===== src/rtl/dds_sweep_ctrl_if.sv =====
// Configuration and generator-drive bundle for the DDS frequency-sweep sequencer.
// Latency: wires only. Backpressure: cfg_valid/cfg_ready; F_word/P_word/sin_en are unthrottled.
// Ports: cfg_* (sweep config, valid/ready), F_word/P_word/sin_en (to DDS generator).
interface dds_sweep_ctrl_if #(
   parameter int FW_W    = 8,
   parameter int DWELL_W = 16
);
   logic               cfg_valid;
   logic               cfg_ready;
   logic [FW_W-1:0]    cfg_start_f;
   logic [FW_W-1:0]    cfg_stop_f;
   logic [FW_W-1:0]    cfg_step;
   logic [DWELL_W-1:0] cfg_dwell;
   logic [1:0]         cfg_mode;
   logic [FW_W-1:0]    cfg_phase;
   logic [FW_W-1:0]    F_word;
   logic [FW_W-1:0]    P_word;
   logic               sin_en;

   // master: register/control side that offers configs and watches the generator drive
   modport master (
      output cfg_valid, cfg_start_f, cfg_stop_f, cfg_step, cfg_dwell, cfg_mode, cfg_phase,
      input  cfg_ready, F_word, P_word, sin_en
   );

   // slave: the sweep sequencer itself
   modport slave (
      input  cfg_valid, cfg_start_f, cfg_stop_f, cfg_step, cfg_dwell, cfg_mode, cfg_phase,
      output cfg_ready, F_word, P_word, sin_en
   );
endinterface


===== src/rtl/dds_sweep_ctrl.sv =====
// Frequency-sweep sequencer: steps F_word start->stop, holding each word max(dwell,1) cycles.
// Latency: registered outputs, F_word/sin_en valid the edge after start; abort clears them the next edge.
// Backpressure: cfg_ready high only while idle; cfg_valid stalls during a sweep.
// Ports: clk, rst (async, active-high), bus (cfg handshake + generator drive), start, abort, busy, done.
module dds_sweep_ctrl #(
   parameter int FW_W    = 8,
   parameter int DWELL_W = 16
) (
   input  logic             clk,
   input  logic             rst,
   dds_sweep_ctrl_if.slave  bus,
   input  logic             start,
   input  logic             abort,
   output logic             busy,
   output logic             done
);

   typedef enum logic [1:0] {IDLE, RUN, DONE} state_t;

   state_t state_q, state_nxt;

   // captured configuration
   logic [FW_W-1:0]    start_q, stop_q, step_q, phase_q;
   logic [DWELL_W-1:0] dwell_q;
   logic [1:0]         mode_q;

   // live sweep state; triangle mode swaps the endpoints here, not in the config
   logic [FW_W-1:0]    run_start_q, run_start_nxt;
   logic [FW_W-1:0]    run_stop_q, run_stop_nxt;
   logic               up_q, up_nxt;
   logic [DWELL_W-1:0] cnt_q, cnt_nxt;

   logic [FW_W-1:0]    f_q, f_nxt, p_q, p_nxt;
   logic               en_q, en_nxt, done_q, done_nxt, busy_q, busy_nxt, ready_q, ready_nxt;

   logic               hs;
   logic [FW_W-1:0]    step_eff, use_start, use_stop, use_phase;
   logic [DWELL_W-1:0] dwell_eff;

   // One step toward stop, clamped at stop; the extra bit catches wrap in both directions.
   function automatic logic [FW_W-1:0] next_word(input logic [FW_W-1:0] f,
                                                 input logic [FW_W-1:0] step,
                                                 input logic [FW_W-1:0] stop,
                                                 input logic            up);
      logic [FW_W:0]   t;
      logic [FW_W-1:0] r;
      if (up) begin
         t = {1'b0, f} + {1'b0, step};
         r = (t > {1'b0, stop}) ? stop : t[FW_W-1:0];
      end else begin
         t = {1'b0, f} - {1'b0, step};
         r = (t[FW_W] || (t < {1'b0, stop})) ? stop : t[FW_W-1:0];
      end
      return r;
   endfunction

   assign hs        = bus.cfg_valid && ready_q;
   assign step_eff  = (step_q == '0)  ? FW_W'(1)    : step_q;
   assign dwell_eff = (dwell_q == '0) ? DWELL_W'(1) : dwell_q;
   // a config offered alongside start takes effect for that start
   assign use_start = hs ? bus.cfg_start_f : start_q;
   assign use_stop  = hs ? bus.cfg_stop_f  : stop_q;
   assign use_phase = hs ? bus.cfg_phase   : phase_q;

   always_ff @(posedge clk or posedge rst) begin
      if (rst) begin
         start_q <= '0;
         stop_q  <= '0;
         step_q  <= '0;
         phase_q <= '0;
         dwell_q <= '0;
         mode_q  <= '0;
      end else if (hs) begin
         start_q <= bus.cfg_start_f;
         stop_q  <= bus.cfg_stop_f;
         step_q  <= bus.cfg_step;
         phase_q <= bus.cfg_phase;
         dwell_q <= bus.cfg_dwell;
         mode_q  <= bus.cfg_mode;
      end
   end

   always_ff @(posedge clk or posedge rst) begin
      if (rst) begin
         state_q     <= IDLE;
         run_start_q <= '0;
         run_stop_q  <= '0;
         up_q        <= 1'b0;
         cnt_q       <= '0;
         f_q         <= '0;
         p_q         <= '0;
         en_q        <= 1'b0;
         done_q      <= 1'b0;
         busy_q      <= 1'b0;
         ready_q     <= 1'b1;
      end else begin
         state_q     <= state_nxt;
         run_start_q <= run_start_nxt;
         run_stop_q  <= run_stop_nxt;
         up_q        <= up_nxt;
         cnt_q       <= cnt_nxt;
         f_q         <= f_nxt;
         p_q         <= p_nxt;
         en_q        <= en_nxt;
         done_q      <= done_nxt;
         busy_q      <= busy_nxt;
         ready_q     <= ready_nxt;
      end
   end

   always_comb begin
      state_nxt     = state_q;
      run_start_nxt = run_start_q;
      run_stop_nxt  = run_stop_q;
      up_nxt        = up_q;
      cnt_nxt       = cnt_q;
      f_nxt         = f_q;
      p_nxt         = p_q;
      en_nxt        = en_q;
      done_nxt      = 1'b0;

      case (state_q)
         IDLE: begin
            if (start) begin
               state_nxt     = RUN;
               f_nxt         = use_start;
               p_nxt         = use_phase;
               en_nxt        = 1'b1;
               cnt_nxt       = DWELL_W'(1);
               run_start_nxt = use_start;
               run_stop_nxt  = use_stop;
               up_nxt        = (use_stop >= use_start);
            end
         end
         RUN: begin
            if (cnt_q == dwell_eff) begin
               // next word loads on the same edge, so words are back to back
               cnt_nxt = DWELL_W'(1);
               if (f_q == run_stop_q) begin
                  case (mode_q)
                     2'd1: f_nxt = run_start_q;
                     2'd2: begin
                        // bounce off the endpoint without repeating it
                        up_nxt        = ~up_q;
                        run_start_nxt = run_stop_q;
                        run_stop_nxt  = run_start_q;
                        f_nxt         = next_word(f_q, step_eff, run_start_q, ~up_q);
                     end
                     default: begin
                        state_nxt = DONE;
                        f_nxt     = '0;
                        en_nxt    = 1'b0;
                        done_nxt  = 1'b1;
                     end
                  endcase
               end else begin
                  f_nxt = next_word(f_q, step_eff, run_stop_q, up_q);
               end
            end else begin
               cnt_nxt = cnt_q + DWELL_W'(1);
            end
         end
         DONE: state_nxt = IDLE;
         default: state_nxt = IDLE;
      endcase

      if (abort) begin
         state_nxt = IDLE;
         f_nxt     = '0;
         p_nxt     = '0;
         en_nxt    = 1'b0;
         done_nxt  = 1'b0;
      end

      busy_nxt  = (state_nxt != IDLE);
      // ready only once a full cycle has been spent in IDLE
      ready_nxt = (state_q == IDLE) && (state_nxt == IDLE);
   end

   assign bus.cfg_ready = ready_q;
   assign bus.F_word    = f_q;
   assign bus.P_word    = p_q;
   assign bus.sin_en    = en_q;
   assign busy          = busy_q;
   assign done          = done_q;

endmodule


===== src/flat_wrapper.sv =====
// flat-port wrapper written by rule: the top's interface ports become plain ports
module dds_sweep_ctrl_flat 
#(
   parameter int FW_W    = 8,
   parameter int DWELL_W = 16
)
  (clk, rst, start, abort, busy, done, bus_cfg_valid, bus_cfg_start_f, bus_cfg_stop_f, bus_cfg_step, bus_cfg_dwell, bus_cfg_mode, bus_cfg_phase, bus_cfg_ready, bus_F_word, bus_P_word, bus_sin_en);
  dds_sweep_ctrl_if #(.FW_W(FW_W), .DWELL_W(DWELL_W)) bus_i ();
  input  logic clk;
  input  logic rst;
  input  logic start;
  input  logic abort;
  output logic busy;
  output logic done;
  input wire logic [$bits(bus_i.cfg_valid)-1:0] bus_cfg_valid;
  input wire logic [$bits(bus_i.cfg_start_f)-1:0] bus_cfg_start_f;
  input wire logic [$bits(bus_i.cfg_stop_f)-1:0] bus_cfg_stop_f;
  input wire logic [$bits(bus_i.cfg_step)-1:0] bus_cfg_step;
  input wire logic [$bits(bus_i.cfg_dwell)-1:0] bus_cfg_dwell;
  input wire logic [$bits(bus_i.cfg_mode)-1:0] bus_cfg_mode;
  input wire logic [$bits(bus_i.cfg_phase)-1:0] bus_cfg_phase;
  output wire logic [$bits(bus_i.cfg_ready)-1:0] bus_cfg_ready;
  output wire logic [$bits(bus_i.F_word)-1:0] bus_F_word;
  output wire logic [$bits(bus_i.P_word)-1:0] bus_P_word;
  output wire logic [$bits(bus_i.sin_en)-1:0] bus_sin_en;
  assign bus_i.cfg_valid = bus_cfg_valid;
  assign bus_i.cfg_start_f = bus_cfg_start_f;
  assign bus_i.cfg_stop_f = bus_cfg_stop_f;
  assign bus_i.cfg_step = bus_cfg_step;
  assign bus_i.cfg_dwell = bus_cfg_dwell;
  assign bus_i.cfg_mode = bus_cfg_mode;
  assign bus_i.cfg_phase = bus_cfg_phase;
  assign bus_cfg_ready = bus_i.cfg_ready;
  assign bus_F_word = bus_i.F_word;
  assign bus_P_word = bus_i.P_word;
  assign bus_sin_en = bus_i.sin_en;
  dds_sweep_ctrl #(.FW_W(FW_W), .DWELL_W(DWELL_W)) u_core (.clk(clk), .rst(rst), .bus(bus_i), .start(start), .abort(abort), .busy(busy), .done(done));
endmodule

===== config.mk =====
export PLATFORM = sky130hd
export DESIGN_NAME = dds_sweep_ctrl_flat
export DESIGN_NICKNAME = d
export VERILOG_FILES = /design/src/rtl/dds_sweep_ctrl_if.sv /design/src/rtl/dds_sweep_ctrl.sv /design/src/flat_wrapper.sv
export SDC_FILE = /design/constraint.sdc
export NUM_CORES = 1
export LEC_CHECK = 0
export ABC_AREA = 1
export BUFFER_PORTS_ARGS = -buffer_cell sky130_fd_sc_hd__clkbuf_2
export CAP_MARGIN = 20
export CORE_ASPECT_RATIO = 0.9
export CORE_MARGIN = 8
export CORE_UTILIZATION = 45
export CTS_BUF_LIST = sky130_fd_sc_hd__clkbuf_8
export DETAILED_ROUTE_END_ITERATION = 7
export GPL_TIMING_DRIVEN = 0
export SETUP_SLACK_MARGIN = 0.2
export SLEW_MARGIN = 0
export SYNTH_ARGS = -nofsm -noshare
export SYNTH_HDL_FRONTEND = slang
export SYNTH_SLANG_ARGS = --single-unit

===== constraint.sdc =====
create_clock -name clk -period 5.7 [get_ports clk]
set_input_delay 1.71 -clock clk [delete_from_list [all_inputs] [get_ports clk]]
set_output_delay 1.71 -clock clk [all_outputs]
set_load 0.005 [all_outputs]

* Word-level counts from Yosys, hierarchy flattened *
Index checks and enable logic that the tools add are counted.

storage, ports and cells
  register bits = 105

operators by class
  bitwise logic cells = 1
  $lt $le $gt $ge = 5
  reductions and logical operators = 19
  equal/unequal tests = 13
  muxes and demuxes = 54
  add/sub/neg operators = 3

operators by type and width
  kind                   count
  $mux 8                 24
  $pmux 8 s2             4
  $mux 16                3
  $pmux 16 s2            1
  $gt 9x8->1             2
  $lt 9x8->1             2
  $add 16x1->16 const B  1
  $eq 16x16->1           1
  $logic_not 16->1       1
  $mux 1                 14
  $mux 2                 5
  $reduce_and 5->1       2
  $add 8x8->9            1
  $sub 8x8->9            1
  $eq 8x8->1             1
  $ge 8x8->1             1
  $logic_not 8->1        1
  $reduce_bool 2->1      4
  $ne 3x2->1 const B     2
  $ne 3x3->1 const B     2
  $eq 2x1->1 const B     2
  $logic_not 2->1        2
  $ne 2x1->1 const B     2
  $ne 2x2->1 const B     2
  10 further kinds       14

* Longest topological paths before layout *
  word-level depth = 12
  mapped depth = 28
  mapped depth without buffers = 28

* Worst setup path after synthesis *
No wires, ideal clock.

  kind = input port to flip-flop
  start = in bus_cfg_valid
  end = reg u_core.up_q
  cell stages on the path = 12
  data arrival time = 3.272 ns
  setup time = 0.122 ns
  data required time = 5.578 ns
  setup slack = 2.305 ns
  buffers on the path = 2
  path through = nand2_1 > buf_2 > buf_1 > nand2_1 > o21ai_0 > ha_1 > a21oi_1 > o21ai_0 > a21oi_1 > o41ai_1 > a21oi_1 > o21ai_1

on the way
  cells in the longest elaborated chain, start to end = 5
  elaborated cells on any way between the ends = 6
  classes of those cells = order compare (1); mux (4); reduce/logical (1)

RTL lines
  what                              RTL line                                    RTL
  start: declaration                flat_wrapper.sv:15                          input wire logic [$bits(bus_i.cfg_valid)-1:0] bus_cfg_valid;
  $logic_and 1x1->1 *               dds_sweep_ctrl.sv:57                        assign hs = bus.cfg_valid && ready_q;
  $mux 8, on equally long branches  dds_sweep_ctrl.sv:62, dds_sweep_ctrl.sv:61
  $ge 8x8->1 *                      dds_sweep_ctrl.sv:132                       up_nxt = (use_stop >= use_start);
  $mux 1 *                          dds_sweep_ctrl.sv:124                       if (start) begin
  $pmux 1 s2 *                      dds_sweep_ctrl.sv:122                       case (state_q)
  end signal: assignment            dds_sweep_ctrl.sv:100                       up_q <= up_nxt;
  end: declaration                  dds_sweep_ctrl.sv:30                        logic up_q, up_nxt;

Mark *: on every way between the ends. The rest lies on a longest branch, timed or not. The select of a mux whose other input is x is not followed.
A chain may end at the register's enable or synchronous reset.

* Worst setup path in the final report *
  start = reg u_core.step_q[7]
  end = reg u_core.f_q[7] (netlist: u_core.bus.F_word[7])

on the way
  cells in the longest elaborated chain, start to end = 12
  elaborated cells on any way between the ends = 21
  classes of those cells = add/sub (2); order compare (4); mux (12); reduce/logical (3)

RTL lines
  what                      RTL line               RTL
  start: declaration        dds_sweep_ctrl.sv:23   logic [FW_W-1:0] start_q, stop_q, step_q, phase_q;
  start signal: assignment  dds_sweep_ctrl.sv:76   step_q <= bus.cfg_step;
  $logic_not 8->1           dds_sweep_ctrl.sv:58   assign step_eff = (step_q == '0) ? FW_W'(1) : step_q;
  $mux 8 *                  dds_sweep_ctrl.sv:58
  $sub 8x8->9               dds_sweep_ctrl.sv:51   t = {1'b0, f} - {1'b0, step};
  $lt 9x8->1                dds_sweep_ctrl.sv:52   r = (t[FW_W] || (t < {1'b0, stop})) ? stop : t[FW_W-1:0];
  $logic_or 1x1->1          dds_sweep_ctrl.sv:52
  $mux 8                    dds_sweep_ctrl.sv:52
  $mux 8                    dds_sweep_ctrl.sv:47   if (up) begin
  $pmux 8 s2                dds_sweep_ctrl.sv:140  case (mode_q)
  $mux 8 *                  dds_sweep_ctrl.sv:139  if (f_q == run_stop_q) begin
  $mux 8 *                  dds_sweep_ctrl.sv:136  if (cnt_q == dwell_eff) begin
  $pmux 8 s2 *              dds_sweep_ctrl.sv:122
  $mux 8 *                  dds_sweep_ctrl.sv:167  if (abort) begin
  end signal: assignment    dds_sweep_ctrl.sv:102  f_q <= f_nxt;
  end: declaration          dds_sweep_ctrl.sv:33   logic [FW_W-1:0] f_q, f_nxt, p_q, p_nxt;

Marked as above.

==> impl_table.tex <==
\begin{tabular}{lr}
\hline
Metric & Value \\
\hline
\multicolumn{2}{l}{\textbf{Outcome}} \\
Outcome & complete, no violations \\
\multicolumn{2}{l}{\textbf{Route}} \\
Per-cell routed wire length & around 17 um \\
First drt pass iteration count & 5 \\
Count of routing violations after the opening detailed-route iteration & 499 \\
Average vias per placed instance & about 5.3 \\
Total number of vias & 6629 \\
Post-detailed-routing wire length & between 20000 and 25000 um \\
Post-DRT Antenna Nets & 0 \\
Post-route DRC & 0 \\
\multicolumn{2}{l}{\textbf{Power and ir drop}} \\
Internal Power & between 0.0015 and 0.002 W \\
Sw power & 0.00153 W \\
Switching fraction of total power & 0.473 \\
Clock power share & 0.151 \\
Fraction of power consumed by combinational cells & 0.541 \\
Maximum resistive drop on vdd & between 0.0002 and 0.00025 V \\
Leakage power summed over all cells & 4.25 nW \\
Portion of total power attributed to sequential cells & 0.308 \\
Power consumption & approximately 0.0032 W \\
Power density relative to cell area & 396 nW/um\^{}2 \\
\multicolumn{2}{l}{\textbf{Clock tree}} \\
Post-cts hold buffer count & 0 \\
Clock tree from TritonCTS & done \\
Clock slew at reported path FFs & 110 ps \\
Htree depth & 3 \\
Number of clock sinks & approximately 110 \\
Root buf cell & sky130\_fd\_sc\_hd\_\_clkbuf\_8 \\
Clk\_lat worst skew & roughly 390 ps \\
Number of CTS-inserted buffers & 9 \\
Maximum clock path buffer count & 2 \\
Buffers inserted during post-CTS setup optimization & 0 \\
Number of gates resized after cts & 0 \\
\multicolumn{2}{l}{\textbf{Setup path}} \\
Maximum cell stage delay along the critical path & about 550 ps \\
Critical path fanouts, max & 9 \\
Startpoint Class & flop \\
CP arrival & $\sim$4700 ps \\
Critical path type & flop to flop \\
Cell at the slowest stage of the critical path & sky130\_fd\_sc\_hd\_\_o41ai\_1 \\
Crit path top cell by count & sky130\_fd\_sc\_hd\_\_nand2\_1 \\
Worst EP required & roughly 6000 ps \\
Top cell family by delay on the critical path & simple AND/OR/NAND/NOR gates \\
Buf+Inv Stages, Crit Path & 1 \\
Critical Path Sink Type & flop \\
\multicolumn{2}{l}{\textbf{Floorplan}} \\
X dimension of the die & roughly 150 um \\
Placement row count & 44 \\
Area of the die & 20600 sq um \\
CORE AREA & 16000 sq um \\
Overall die height & 137 um \\
Boundary Pins & 75 \\
Initial core utilization & 0.456 \\
\multicolumn{2}{l}{\textbf{Final layout}} \\
P\&R area growth vs syn & 11.7\% \\
Final Net Count & roughly 1.2k \\
Proportion of layout cells with a drive suffix above 1 & 0.143 \\
Final Instance Count excl. Fillers & between 1k and 1.5k \\
N\_diodes & 0 \\
\multicolumn{2}{l}{\textbf{Logic synthesis}} \\
Prevailing post-synth register cell & sky130\_fd\_sc\_hd\_\_dfrtp\_1 \\
Post-synth design cell area & roughly 7300 sq um \\
Number of synthesized register bits & approximately 110 \\
Cell with the most instances after synthesis & sky130\_fd\_sc\_hd\_\_nand2\_1 \\
Syn Area/Cell & around 7.6 sq um \\
Sequential share of the synthesized area & 0.360 \\
Ranking of synthesized cells by area & sky130\_fd\_sc\_hd\_\_dfrtp\_1 36\%, sky130\_fd\_sc\_hd\_\_nand2\_1 13\%, sky130\_fd\_sc\_hd\_\_ha\_1 9.8\% \\
Count of flip-flops with a built-in enable after synthesis & 0 \\
Syn nets & approximately 1.1k \\
Dominant cell type by area after synthesis & sky130\_fd\_sc\_hd\_\_dfrtp\_1 \\
Leading cell types by count after synthesis & 244 x sky130\_fd\_sc\_hd\_\_nand2\_1, 114 x sky130\_fd\_sc\_hd\_\_inv\_1, 111 x sky130\_fd\_sc\_hd\_\_nand3\_1, 104 x sky130\_fd\_sc\_hd\_\_dfrtp\_1, 59 x sky130\_fd\_sc\_hd\_\_nor2\_1 \\
Post-synthesis cell type count & 44 \\
Yosys warnings & 0 \\
Area share of the leading cell type in the synthesized netlist & 0.356 \\
Synth Instances & roughly 960 \\
Async set or reset register ratio after synthesis & 1.00 \\
\multicolumn{2}{l}{\textbf{STA}} \\
Hold\_ws & around 500 ps \\
Period utilisation layout & 0.773 \\
RSZ-0062 raised after global routing & no \\
Max Clock Freq & $\sim$0.23 GHz \\
Max transition margin & 0.528 \\
Worst slew pin tran & slightly above 700 ps \\
Slew Viols, Final & 0 \\
Count of endpoints failing setup in the final report & 0 \\
Final critical path time including I/O delays and setup & about 4400 ps \\
Final hold violation count & 0 \\
Layout Skew & approximately 14 ps \\
\multicolumn{2}{l}{\textbf{Global route}} \\
Global-route wire length before repair & 33400 um \\
Global-route total usage across every layer & 0.207 \\
Initial antenna violation count & 0 \\
Via count of the first global-routing pass & $\sim$6.2k \\
GRT overflow & 0 \\
Pin count of the biggest net entering global routing & a little over 70 \\
\multicolumn{2}{l}{\textbf{Min path}} \\
Type of the worst min-delay path & flop to flop \\
\multicolumn{2}{l}{\textbf{Placement}} \\
Detailed placer's ending HPWL & 16300 um \\
Number of I/O port buffers & 74 \\
GPL Wtd Cong & $\sim$0.9 \\
Number of instances in the placed design & $\sim$1.2k \\
\multicolumn{2}{l}{\textbf{Flow run}} \\
Max-cap check violation count & 0 \\
\hline
\end{tabular}
==> registers in the layout, summed over array words and instances (netlist names) <==
register              cells
u_core.cnt_q             16
u_core.state_q            2
u_core.up_q               1
u_core.bus.P_word         8
u_core.busy               1
u_core.phase_q            8
u_core.dwell_q           16
u_core.stop_q             8
u_core.start_q            8
u_core.mode_q             2
u_core.step_q             8
u_core.bus.sin_en         1
u_core.run_stop_q         8
u_core.bus.cfg_ready      1
u_core.run_start_q        8
u_core.done               1
u_core.bus.F_word         8
==> cell usage in the layout (no fill, tap or decap), types with 16 or more instances in the layout <==
cell,n
sky130_fd_sc_hd__nand3_1,111
sky130_fd_sc_hd__xor2_1,32
sky130_fd_sc_hd__o21ai_0,34
sky130_fd_sc_hd__mux2_2,26
sky130_fd_sc_hd__clkbuf_1,16
sky130_fd_sc_hd__inv_1,113
sky130_fd_sc_hd__dfrtp_1,104
sky130_fd_sc_hd__a21oi_1,48
sky130_fd_sc_hd__ha_1,57
sky130_fd_sc_hd__nor2_1,59
sky130_fd_sc_hd__clkbuf_2,74
sky130_fd_sc_hd__o21ai_1,17
sky130_fd_sc_hd__nand2_1,244
==> kinds of logic after synthesis <==
family	Yosys count	share of synthesized area
simple gates	455	0.270
compound gates	127	0.0984
flops	105	0.360
xor+xnor	36	0.0431
mux	26	0.0400
buf+inv	155	0.0857
fa+ha+maj	59	0.103
==> final cells by class <==
type | count | area, sq um
Tap cell | 207 | 259
Sequential cell | 105 | 2630
Clock inverter | 7 | 75.1
Multi-Input combinational cell | 703 | 4060
Timing Repair Buffer | 75 | 398
Buffer | 34 | 173
Clock buffer | 9 | 124
Inverter | 121 | 457
Fill cell | 1594 | 7850
==> per-layer routing <==
metal,share of wire,vias to the layer above,global-route usage
li1,-,3324,-
met1,0.49,3061,0.294
met2,0.42,221,0.306
met3,0.073,23,0.0602
met4,0.014,0,0.0438
met5,0,-,0
==> power by group through the flow <==
stage | Combinational (W) | Sequential (W) | Clock, W
global placement | 0.00170 | 0.00101 | 0
CTS | 0.00173 | 0.000995 | 0.000500
finish | 0.00175 | 0.000996 | 0.000489
global route | 0.00197 | 0.00101 | 0.000526
floorplan | 0.00128 | 0.000969 | 0
detailed placement | 0.00173 | 0.00101 | 0
==> worst reg2reg max path, stage by stage, from the launching register on <==
cell and delay, ps:
sky130_fd_sc_hd__dfrtp_1 390, sky130_fd_sc_hd__inv_1 120, sky130_fd_sc_hd__nand4_1 100, sky130_fd_sc_hd__o41ai_1 550, sky130_fd_sc_hd__ha_1 350, sky130_fd_sc_hd__fa_1 250, sky130_fd_sc_hd__nand3_1 100, sky130_fd_sc_hd__nand2_1 130
sky130_fd_sc_hd__xor2_1 470, sky130_fd_sc_hd__ha_1 360, sky130_fd_sc_hd__nand2_1 80, sky130_fd_sc_hd__nor2_1 50, sky130_fd_sc_hd__nand2_1 50, sky130_fd_sc_hd__nand3_1 70, sky130_fd_sc_hd__nand2_1 60, sky130_fd_sc_hd__nand2_1 40
sky130_fd_sc_hd__nand2_1 50, sky130_fd_sc_hd__nand2_1 40, sky130_fd_sc_hd__nand2_1 240, sky130_fd_sc_hd__nand2_2 190, sky130_fd_sc_hd__nand2_1 100, sky130_fd_sc_hd__nand3_1 60, sky130_fd_sc_hd__nand2_1 100, sky130_fd_sc_hd__nand2_1 50
sky130_fd_sc_hd__nand3_1 110, sky130_fd_sc_hd__nand2_1 60, sky130_fd_sc_hd__nand2_1 100, sky130_fd_sc_hd__nand2_1 50
==> metrics by stage <==
stage | area [sq um] | worst slack (ps) | utilization | setup TNS (ps)
floorplan | 7310 | 1230 | - | 0
global placement | 7940 | -107 | 0.496 | -9800
detailed placement | 7970 | 1460 | 0.498 | 0
CTS | 8170 | 1390 | 0.510 | 0
global route | 8170 | 911 | 0.510 | 0
finish | 8170 | 1300 | 0.510 | 0
==> path summary, 6_finish.rpt <==
kind                                   start                    end  slack, ps  cells after the start
min                        u_core.state_q[1]   u_core.bus.cfg_ready        500                      3
max                         u_core.step_q[7]   u_core.bus.F_word[7]       1300                     27
min reg2reg                u_core.state_q[1]   u_core.bus.cfg_ready        500                      3
max in group asynchronous                rst   u_core.bus.P_word[7]       3660                      3
max reg2reg                 u_core.step_q[7]   u_core.bus.F_word[7]       1300                     27
min in group asynchronous                rst  u_core.run_start_q[0]       1320                      2
Note: power is estimated with default switching activity, not from simulation.
